===== src/rtl/pic_pkg.sv =====
// Shared definitions for the priority interrupt controller.
// Defines the pic_out field layout, the FSM encoding, the field widths and a
// helper that packs an offer word.
package pic_pkg;

  localparam int unsigned PRI_W     = 3;
  localparam int unsigned VECT_W    = 4;
  localparam int unsigned PIC_W     = 8;
  localparam int unsigned VALID_BIT = 7;
  localparam int unsigned PRI_MSB   = 6;
  localparam int unsigned PRI_LSB   = 4;
  localparam int unsigned VECT_MSB  = 3;

  typedef enum logic [1:0] {
    IDLE   = 2'd0,
    OFFER  = 2'd1,
    LOCK   = 2'd2,
    RETIRE = 2'd3
  } pic_state_e;

  // Word presented to the entry/return sequencer.
  typedef struct packed {
    logic                   valid;
    logic [PRI_MSB:PRI_LSB] pri;
    logic [VECT_MSB:0]      vect;
  } pic_word_t;

  function automatic logic [PIC_W-1:0] pack_offer(input logic              valid,
                                                  input logic [PRI_W-1:0]  pri,
                                                  input logic [VECT_W-1:0] vect);
    pic_word_t w;
    w.valid = valid;
    w.pri   = pri;
    w.vect  = vect;
    return w;
  endfunction

endpackage


===== src/rtl/pic_ctrl_prio_arbiter.sv =====
// Combinational priority arbiter.
// Ports: cand - candidate mask; pri - packed per-source priorities (PRI_W each);
//        any - some candidate present; win_idx/win_pri - winning source and its
//        priority. Highest priority wins, a tie goes to the lowest index.
module pic_prio_arbiter
  import pic_pkg::*;
#(
  parameter int unsigned NUM_SRC = 8
) (
  input  logic [NUM_SRC-1:0]       cand,
  input  logic [NUM_SRC*PRI_W-1:0] pri,
  output logic                     any,
  output logic [2:0]               win_idx,
  output logic [PRI_W-1:0]         win_pri
);

  // Ascending scan with a strict compare keeps the lowest index on ties.
  always_comb begin
    any     = 1'b0;
    win_idx = 3'd0;
    win_pri = '0;
    for (int i = 0; i < NUM_SRC; i++) begin
      if (cand[i] && (!any || (pri[i*PRI_W +: PRI_W] > win_pri))) begin
        any     = 1'b1;
        win_idx = 3'(i);
        win_pri = pri[i*PRI_W +: PRI_W];
      end
    end
  end

endmodule


===== src/rtl/pic_ctrl.sv =====
// Priority interrupt controller: requesting end of the CPU interrupt
// entry/return sequencer.
// Ports: clk/rst (sync, active high); irq_in async requests (rising edge);
//        cfg_we/cfg_idx/cfg_pri/cfg_en source config write; cfg_clr_ovf clears
//        ovf of cfg_idx; cpu_pri current CPU priority; iv_lock/iv_ack entry
//        handshake; pic_out {valid,pri,vect}; irq_req offer beats cpu_pri;
//        pend_out pending bits; ovf_out sticky lost-request flags.
module pic_ctrl
  import pic_pkg::*;
#(
  parameter int unsigned NUM_SRC     = 8,
  parameter int unsigned VECT_BASE   = 8,
  parameter int unsigned SYNC_STAGES = 2
) (
  input  logic               clk,
  input  logic               rst,
  input  logic [NUM_SRC-1:0] irq_in,
  input  logic               cfg_we,
  input  logic [2:0]         cfg_idx,
  input  logic [PRI_W-1:0]   cfg_pri,
  input  logic               cfg_en,
  input  logic               cfg_clr_ovf,
  input  logic [PRI_W-1:0]   cpu_pri,
  input  logic               iv_lock,
  input  logic               iv_ack,
  output logic [PIC_W-1:0]   pic_out,
  output logic               irq_req,
  output logic [NUM_SRC-1:0] pend_out,
  output logic [NUM_SRC-1:0] ovf_out
);

  logic [NUM_SRC-1:0]       sync_q [SYNC_STAGES];
  logic [NUM_SRC-1:0]       hist_q;
  logic [NUM_SRC-1:0]       rise;
  logic [NUM_SRC-1:0]       pend_q;
  logic [NUM_SRC-1:0]       ovf_q;
  logic [NUM_SRC-1:0]       en_q;
  logic [PRI_W-1:0]         pri_q [NUM_SRC];
  logic [NUM_SRC*PRI_W-1:0] pri_flat;
  logic [NUM_SRC-1:0]       ack_clr;
  logic [NUM_SRC-1:0]       ovf_clr;

  pic_state_e         state_q, state_d;
  logic [PIC_W-1:0]   pic_q, pic_d;
  logic               irq_q, irq_d;
  logic [2:0]         off_idx_q, off_idx_d;
  logic [2:0]         lock_idx_q, lock_idx_d;
  logic               ack_fire;

  logic               any;
  logic [2:0]         win_idx;
  logic [PRI_W-1:0]   win_pri;
  logic [VECT_W-1:0]  win_vect;
  logic [PIC_W-1:0]   win_word;

  // Request synchroniser plus history flop for rising-edge detection.
  always_ff @(posedge clk) begin
    if (rst) begin
      for (int unsigned s = 0; s < SYNC_STAGES; s++) sync_q[s] <= '0;
      hist_q <= '0;
    end else begin
      sync_q[0] <= irq_in;
      for (int unsigned s = 1; s < SYNC_STAGES; s++) sync_q[s] <= sync_q[s-1];
      hist_q <= sync_q[SYNC_STAGES-1];
    end
  end

  assign rise = sync_q[SYNC_STAGES-1] & ~hist_q;

  // Per-source config; indices outside the source range never match.
  always_ff @(posedge clk) begin
    if (rst) begin
      en_q <= '0;
      for (int i = 0; i < NUM_SRC; i++) pri_q[i] <= '0;
    end else begin
      for (int i = 0; i < NUM_SRC; i++) begin
        if (cfg_we && (cfg_idx == 3'(i))) begin
          pri_q[i] <= cfg_pri;
          en_q[i]  <= cfg_en;
        end
      end
    end
  end

  // Clear masks for the serviced source and the overflow clear request.
  always_comb begin
    ack_clr  = '0;
    ovf_clr  = '0;
    pri_flat = '0;
    for (int i = 0; i < NUM_SRC; i++) begin
      ack_clr[i]                  = ack_fire && (lock_idx_q == 3'(i));
      ovf_clr[i]                  = cfg_clr_ovf && (cfg_idx == 3'(i));
      pri_flat[i*PRI_W +: PRI_W]  = pri_q[i];
    end
  end

  // Pending/overflow: a new edge beats both the ack clear and the ovf clear;
  // an edge coinciding with the ack of its own source is not a lost request.
  always_ff @(posedge clk) begin
    if (rst) begin
      pend_q <= '0;
      ovf_q  <= '0;
    end else begin
      pend_q <= (pend_q & ~ack_clr) | rise;
      ovf_q  <= (ovf_q & ~ovf_clr) | (rise & pend_q & ~ack_clr);
    end
  end

  pic_prio_arbiter #(.NUM_SRC(NUM_SRC)) u_arb (
    .cand    (pend_q & en_q),
    .pri     (pri_flat),
    .any     (any),
    .win_idx (win_idx),
    .win_pri (win_pri)
  );

  assign win_vect = VECT_W'(VECT_BASE + 32'(win_idx));
  assign win_word = pack_offer(any, win_pri, win_vect);

  // Offer state register.
  always_ff @(posedge clk) begin
    if (rst) begin
      state_q    <= IDLE;
      pic_q      <= '0;
      irq_q      <= 1'b0;
      off_idx_q  <= 3'd0;
      lock_idx_q <= 3'd0;
    end else begin
      state_q    <= state_d;
      pic_q      <= pic_d;
      irq_q      <= irq_d;
      off_idx_q  <= off_idx_d;
      lock_idx_q <= lock_idx_d;
    end
  end

  // Next state and next offer; LOCK holds the frozen word.
  always_comb begin
    state_d    = state_q;
    pic_d      = pic_q;
    off_idx_d  = off_idx_q;
    lock_idx_d = lock_idx_q;
    ack_fire   = 1'b0;
    case (state_q)
      IDLE, RETIRE: begin
        if (any) begin
          state_d   = OFFER;
          pic_d     = win_word;
          off_idx_d = win_idx;
        end else begin
          state_d = IDLE;
          pic_d   = '0;
        end
      end
      OFFER: begin
        if (iv_lock && pic_q[VALID_BIT]) begin
          state_d    = LOCK;
          lock_idx_d = off_idx_q;
        end else if (!any) begin
          state_d = IDLE;
          pic_d   = '0;
        end else begin
          pic_d     = win_word;
          off_idx_d = win_idx;
        end
      end
      LOCK: begin
        if (iv_ack) begin
          ack_fire = 1'b1;
          state_d  = RETIRE;
          pic_d    = '0;
        end
      end
      default: begin
        state_d = IDLE;
        pic_d   = '0;
      end
    endcase
    irq_d = (state_d == OFFER) && pic_d[VALID_BIT] && (pic_d[PRI_MSB:PRI_LSB] > cpu_pri);
  end

  assign pic_out  = pic_q;
  assign irq_req  = irq_q;
  assign pend_out = pend_q;
  assign ovf_out  = ovf_q;

endmodule


===== config.mk =====
export PLATFORM = sky130hd
export DESIGN_NAME = pic_ctrl
export DESIGN_NICKNAME = d
export VERILOG_FILES = /design/src/rtl/pic_pkg.sv /design/src/rtl/pic_ctrl_prio_arbiter.sv /design/src/rtl/pic_ctrl.sv
export SDC_FILE = /design/constraint.sdc
export NUM_CORES = 1
export LEC_CHECK = 0
export ABC_AREA = 1
export CAP_MARGIN = 25
export CORE_MARGIN = 1
export CORE_UTILIZATION = 59
export CTS_BUF_LIST = sky130_fd_sc_hd__clkbuf_8
export DETAILED_ROUTE_END_ITERATION = 8
export GPL_ROUTABILITY_DRIVEN = 0
export PLACE_DENSITY_LB_ADDON = 0.12
export RECOVER_POWER = 50
export SLEW_MARGIN = 20
export SYNTH_ARGS = -nofsm -noshare
export SYNTH_HDL_FRONTEND = slang
export SYNTH_SLANG_ARGS = --single-unit

===== constraint.sdc =====
create_clock -name clk -period 12.7 [get_ports clk]
set_clock_uncertainty 0.15 [all_clocks]
set_input_delay 1.905 -clock clk [delete_from_list [all_inputs] [get_ports clk]]
set_output_delay 1.905 -clock clk [all_outputs]
set_load 0.05 [all_outputs]

After elaboration in Yosys (flattened, before gate mapping)

Memories as Yosys holds them, arrays and structs flattened.
Cells that the tools add are included.
Widths: inputs -> output; s select.

Bitwise logic cells: 21
Order comparisons: 8
Mux-type cells: 74
Add/sub/neg operators: 1
Eq/ne operators: 20
Reduce and logical (&&, ||, !) cells: 56

Operator list:

| cell                | count |
|---|---|
| $mux 3              | 22 |
| $and 8x8->8         | 6 |
| $mux 8              | 5 |
| $mux 1              | 39 |
| $logic_and 1x1->1   | 34 |
| $eq 3x3->1 const B  | 8 |
| $gt 3x3->1          | 8 |
| $not 8->8           | 3 |
| $pmux 8 s3          | 1 |
| $or 8x8->8          | 2 |
| $eq 3x2->1 const B  | 4 |
| $mux 2              | 5 |
| $or 1x1->1          | 10 |
| $logic_not 1->1     | 7 |
| $logic_or 1x1->1    | 7 |
| $eq 3x1->1 const B  | 2 |
| $logic_not 3->1     | 2 |
| $pmux 2 s3          | 1 |
| $pmux 3 s2          | 1 |
| $reduce_and 2->1    | 3 |
| $add 4x3->4 const A | 1 |
| $eq 2x1->1 const B  | 2 |
| $eq 2x2->1 const B  | 2 |
| $ne 2x2->1 const B  | 2 |
| other kinds (3)     | 3 |

RAM bits: 40
Output and inout bits: 25
Logic and storage cells: 199
Flip-flop bits (word level): 49
Input port bits: 24
Memories: 2

Memories:

| memory | depth | width | rd ports | clocked after memory_dff | wr ports | RTL line       | RTL |
|---|---|---|---|---|---|---|---|
| pri_q  | 8     | 3     | 8        | 0                        | 8        | pic_ctrl.sv:38 | `logic [PRI_W-1:0] pri_q [NUM_SRC];` |
| sync_q | 2     | 8     | 2        | 0                        | 2        | pic_ctrl.sv:32 | `logic [NUM_SRC-1:0] sync_q [SYNC_STAGES];` |

Longest topological paths before layout

Word-level depth: 36
Gate-level depth with buffers: 72
Depth with buffers taken out: 72

Cells and area by module

From an unflattened synthesis, not the netlist that was laid out.

Cells, all modules: 574
Area total of the unflattened synthesis: 4431.8 um^2

Modules (own cells, without submodules):

| module           | seq. area each (um^2) | area each (um^2) | cells an instance | times used |
|---|---|---|---|---|
| pic_ctrl         | 2021.9                | 3455.8           | 400               | 1 |
| pic_prio_arbiter | 0.0                   | 975.9            | 174               | 1 |

Worst setup path after synthesis

Ideal clock, no wire load.

Path type: register to register
Start point: register pend_q[0] (netlist: pend_out[0])
End point: register irq_q (netlist: irq_req)
Cell stages (with the launch flop): 67
Slack: 4.272 ns
Clock period less this slack: 8.428 ns
Arrival time: 8.154 ns
Setup time: 0.123 ns
Data required time: 12.427 ns
Buffers on the path: 0
Path through: dfxtp_1 nand2_2 inv_1 nand2_1 ha_1 a21oi_1 nand2_1 nand2_1 nand2_2 nand3_1 nand2_1 ha_1 a21oi_1 o21ai_1 nand2_1 nand2_1 nand2_2 nand3_1 [31 not listed] nand2_1 nand3_1 and2_1 ha_1 nand2_1 o21ai_0 nand2_1 o21ai_1 nand3_2 o21ai_0 inv_1 nand2_1 nand2_1 ha_1 a21oi_1 o21ai_0 nand3_1 nor3_1

Elaborated cells between the ends (all ways): 56
Classes of those cells: order compare: 8; eq/ne: 1; mux: 23; bitwise: 1; reduce/logical: 23

RTL lines:

| element                                       | RTL line                         | RTL |
|---|---|---|
| from (decl)                                   | pic_ctrl.sv:35                   | `logic [NUM_SRC-1:0] pend_q;` |
| from (signal assigned)                        | pic_ctrl.sv:104                  | `pend_q <= (pend_q & ~ack_clr) \| rise;` |
| $and 8x8->8 *                                 | pic_ctrl.sv:110                  | `.cand (pend_q & en_q),` |
| $mux 3 or $mux 1 (tied branches)              | pic_ctrl_prio_arbiter.sv:23      | `if (cand[i] && (!any \|\| (pri[i*PRI_W +: PRI_W] > win_pri))) begin` |
| $gt 3x3->1 or $logic_not 1->1 (tied branches) | pic_ctrl_prio_arbiter.sv:23      |  |
| $logic_or 1x1->1                              | pic_ctrl_prio_arbiter.sv:23      |  |
| $logic_and 1x1->1                             | pic_ctrl_prio_arbiter.sv:23      |  |
| $mux 3 or $mux 1 (tied branches)              | pic_ctrl_prio_arbiter.sv:23      |  |
| $gt 3x3->1 or $logic_not 1->1 (tied branches) | pic_ctrl_prio_arbiter.sv:23      |  |
| $logic_or 1x1->1                              | pic_ctrl_prio_arbiter.sv:23      |  |
| [20 not listed]                               | --                               |  |
| $logic_and 1x1->1                             | pic_ctrl_prio_arbiter.sv:23      |  |
| $mux 3 or $mux 1 (tied branches)              | pic_ctrl_prio_arbiter.sv:23      |  |
| $mux 8 *                                      | pic_ctrl.sv:146, pic_ctrl.sv:159 |  |
| $mux 8                                        | pic_ctrl.sv:156                  | `if (iv_lock && pic_q[VALID_BIT]) begin` |
| $pmux 8 s3 *                                  | pic_ctrl.sv:144                  | `case (state_q)` |
| net pic_d[6]                                  | pic_ctrl.sv:44                   | `logic [PIC_W-1:0] pic_q, pic_d;` |
| $gt 3x3->1 *                                  | pic_ctrl.sv:179                  | `irq_d = (state_d == OFFER) && pic_d[VALID_BIT] && (pic_d[PRI_MSB:PRI_LSB] > cpu_pri);` |
| $logic_and 1x1->1 *                           | pic_ctrl.sv:179                  |  |
| to (signal assigned)                          | pic_ctrl.sv:131                  | `irq_q <= irq_d;` |
| to (decl)                                     | pic_ctrl.sv:45                   | `logic irq_q, irq_d;` |

The timed path passes the listed nets; every way through them passes the cells marked *. The select of a mux whose other input is x is not followed.
A chain may end at the register's enable or synchronous reset.

Worst setup path after layout

Same ends and word-level chain as after synthesis.

==> flow_summary_export.csv <==
group,metric,value,unit
place,dpl.hpwl,7249,µm
sta,finalSetupTns,0,ns
hold_path,worstHoldStart,"sync_q[0][3]",
critical_path,slowest_stage,"dfxtp_1",
layout,nets,664,
clock_network,htreeDepth,3,
synthesis,yosysSeqAreaShare,0.4699,
floorplanning,die_w,87.40,µm
critical_path,cp.required,12.85,ns
global_routing,grtUsageTotal,0.2653,
sta,maxSlewViolCount,54,
power,p_clk_frac,0.352,
critical_path,r2r-end,"irq_req",
synthesis,synth_compound_area_frac,0.1061,
critical_path,start_kind,"flip-flop",
synthesis,synth_cell_types,24,
layout,regArea,2022,µm²
clock_network,cts.path.max_buffers,2,
global_routing,overflow,0,
hold_path,hold_class,"reg2reg",
power,seqPwrFrac,0.545,
detailed_routing,dr.pass1.iters,5,
synthesis,postSynth.asyncResetShare,0,
layout,fillCellCount,533,
layout,syn_to_final_growth,18.00,%
critical_path,r2r_slack,3.62,ns
layout,multi_input_area,1894,µm²
floorplanning,std_cell_rows,30,
power,power_density,112.5,nW/µm²
clock_network,cts_hold_buf,0,
clock_network,post_cts_buffers,0,
synthesis,synth_fa_ha_area_frac,0.07560,
layout,drive_above_1_share,0.05008,
floorplanning,core,6907,µm²
status,violations,"capacitance limit, slew limit",
global_routing,antenna_found_initial,0,
critical_path,path_buf_inv,4,
detailed_routing,vias,3734,
status,status,"complete, but fails checks",
critical_path,critical_path_arrival,9.23,ns
layout,final_common_cell,"nand2_1",
critical_path,critPathMaxStageDelay,0.42,ns
detailed_routing,drt-initial-drc-count,351,
floorplanning,start_util,0.6230,
detailed_routing,drc,0,
power,power_frac_comb,0.103,
sta,rsz0062_at_grt,"false",
floorplanning,io_pins,49,
synthesis,ys_ff_latch,89,
synthesis,avgSynthCellArea,7.656,µm²
detailed_routing,vias_per_cell,5.222,
critical_path,r2r_start,"pend_out[0]",
critical_path,crit_fanout,8,
synthesis,yosys_warnings,0,
clock_network,numCtsBuffers,9,
clock_network,cts_resized,0,
detailed_routing,drt-total-wl,9317,µm
power,p_switching,0.1508,mW
synthesis,synthesis.nets,612,
sta,min_period,9.080,ns
clock_network,path_clk_slew,0.10,ns
synthesis,synth_top_family_by_area,"simple AND/OR/NAND/NOR gates",
critical_path,worstSetupPathDepth,68,
synthesis,syn-instance-count,562,
clock_network,clkLatencyLatePin,0.36,ns
global_routing,grt_pass1_vias,3494,
clock_network,ctsRootBufferMaster,"clkbuf_8",
hold_path,worstHoldEndpoint,"sync_q[0][11]",
critical_path,cp_top_family,"simple AND/OR/NAND/NOR gates",
sta,clock.fmax,110.1,MHz
critical_path,r2r_cells,68,
synthesis,synth_edf_count,24,
sta,holdWs,0.2572,ns
global_routing,grt_max_degree,54,
detailed_routing,avgRoutedWirePerCell,13.03,µm
power,ir_worst_vdd,0.09375,mV
detailed_routing,antenna_left,0,
synthesis,synthMuxAreaShare,0,
sta,finalCritPeriodShare,0.7150,
place,io_buffers,48,
synthesis,synth_ff_type,"dfxtp_1",
global_routing,grt_pass1_wl,15370,µm
critical_path,cp_common_cell,"nand2_1",
synthesis,synth-xor-area-share,0,
power,p_total,0.5714,mW
critical_path,worstSetupPathType,"reg2reg",
layout,diodes,0,
power,sw_frac_of_total,0.2638,
clock_network,cts_tree,"yes",
floorplanning,die_y,87.40,µm
synthesis,mappedNetlistArea,4303,µm²
hold_path,whs_path_depth,2,
sta,setup_viol,0,
sta,worst_slew_pin_slew,2.171,ns
sta,max_slew_margin,-0.4476,
floorplanning,fp.dieArea,7639,µm²
layout,mostFrequentLayoutCells,"118 x nand2_1, 93 x inv_1, 65 x nor2_1, 65 x dfxtp_1, 47 x clkdlybuf4s50_1",
synthesis,yosys.area_share.simple,0.2585,
run,drv_cap,1,
power,p_int,0.4207,mW
clock_network,clock-sinks,89,
power,p_leak,2.270,nW
critical_path,end_kind,"flip-flop",
sta,hold_violations,0,
[cells by family after synthesis]
kind of cell	count (synthesis)
simple gates	256
buf+inv	103
flops	89
compound gates	88
fa+ha+maj	26
[worst reg2reg max path, delay by kind of cell (launching register included)]
kind                     cells  cell delay, ns
buffers and inverters        4            0.40
AND/OR/NAND/NOR             44            4.15
AO/OA/AOI/OAI               12            1.51
adder cells (fa/ha/maj)      8            2.39
flip-flops                   1            0.42
[Yosys cell counts, types with 2 or more instances]
master / number / area share
o21ai_1: 4 / 0.0047
edfxtp_1: 24 / 0.17
nand3_1: 39 / 0.045
and2_1: 8 / 0.012
inv_1: 93 / 0.081
inv_2: 2 / 0.0017
a31oi_1: 3 / 0.0044
or2_1: 4 / 0.0058
nand2_1: 118 / 0.10
nand2_2: 4 / 0.0058
a21oi_1: 45 / 0.052
ha_1: 26 / 0.076
nand4_1: 10 / 0.015
nand3_2: 5 / 0.012
o21ai_0: 32 / 0.037
dfxtp_1: 65 / 0.30
nor2_2: 2 / 0.0029
nor2_1: 65 / 0.057
clkbuf_1: 8 / 0.0070
[power by group through the flow]
| stage | Clock (mW) | Combinational (mW) | Sequential [mW] |
|---|---|---|---|
| 2_1_floorplan | 0 | 0.0323 | 0.321 |
| 3_3_place_gp | 0 | 0.0554 | 0.317 |
| 3_5_place_dp | 0 | 0.0581 | 0.318 |
| 4_1_cts | 0.204 | 0.0586 | 0.311 |
| 5_1_grt | 0.216 | 0.0659 | 0.313 |
| 6_report | 0.201 | 0.0587 | 0.311 |
[area by class of cell]
class,instances,area share
Clock inverter,7,0.01602
Inverter,95,0.07023
Clock buffer,9,0.02440
Tap cell,96,0.02366
Sequential cell,89,0.3982
Timing Repair Buffer,49,0.09438
Multi-Input combinational cell,370,0.3731
[worst max path at each step]
| stage | from | endpoint |
|---|---|---|
| global route | pend_out[0] | irq_req |
| detailed placement | pend_out[0] | irq_req |
| global placement | pend_out[0] | irq_req |
| finish | pend_out[0] | irq_req |
| floorplan | pend_out[0] | irq_req |
| CTS | pend_out[0] | irq_req |
[per-stage QoR]
stage | instances | setup WS [ns] | util | cell area [µm²]
6_report | 715 | 3.620 | 0.7351 | 5077
2_1_floorplan | 562 | 4.272 | - | 4303
5_1_grt | 715 | 2.515 | 0.7351 | 5077
3_5_place_dp | 699 | 3.692 | 0.7060 | 4876
4_1_cts | 715 | 3.669 | 0.7357 | 5081
3_3_place_gp | 699 | 4.127 | 0.7060 | 4876
[registers in the layout, indices dropped and copies added, names as in the netlist, 8 cells and up]
| signal | cells |
|---|---|
| en_q | 8 |
| hist_q | 8 |
| ovf_out | 8 |
| pend_out | 8 |
| pic_out | 8 |
| pri_q | 24 |
| sync_q | 16 |
[metal layers]
layer | GRT usage | share of wire | up-vias
met1 | 0.3457 | 0.47 | 1708
met3 | 0.05024 | 0.042 | 14
li1 | - | - | 1912
met4 | 0.1013 | 0.018 | 0
met5 | 0 | 0 | -
met2 | 0.4375 | 0.47 | 100
(Power assumes the default switching activity.)
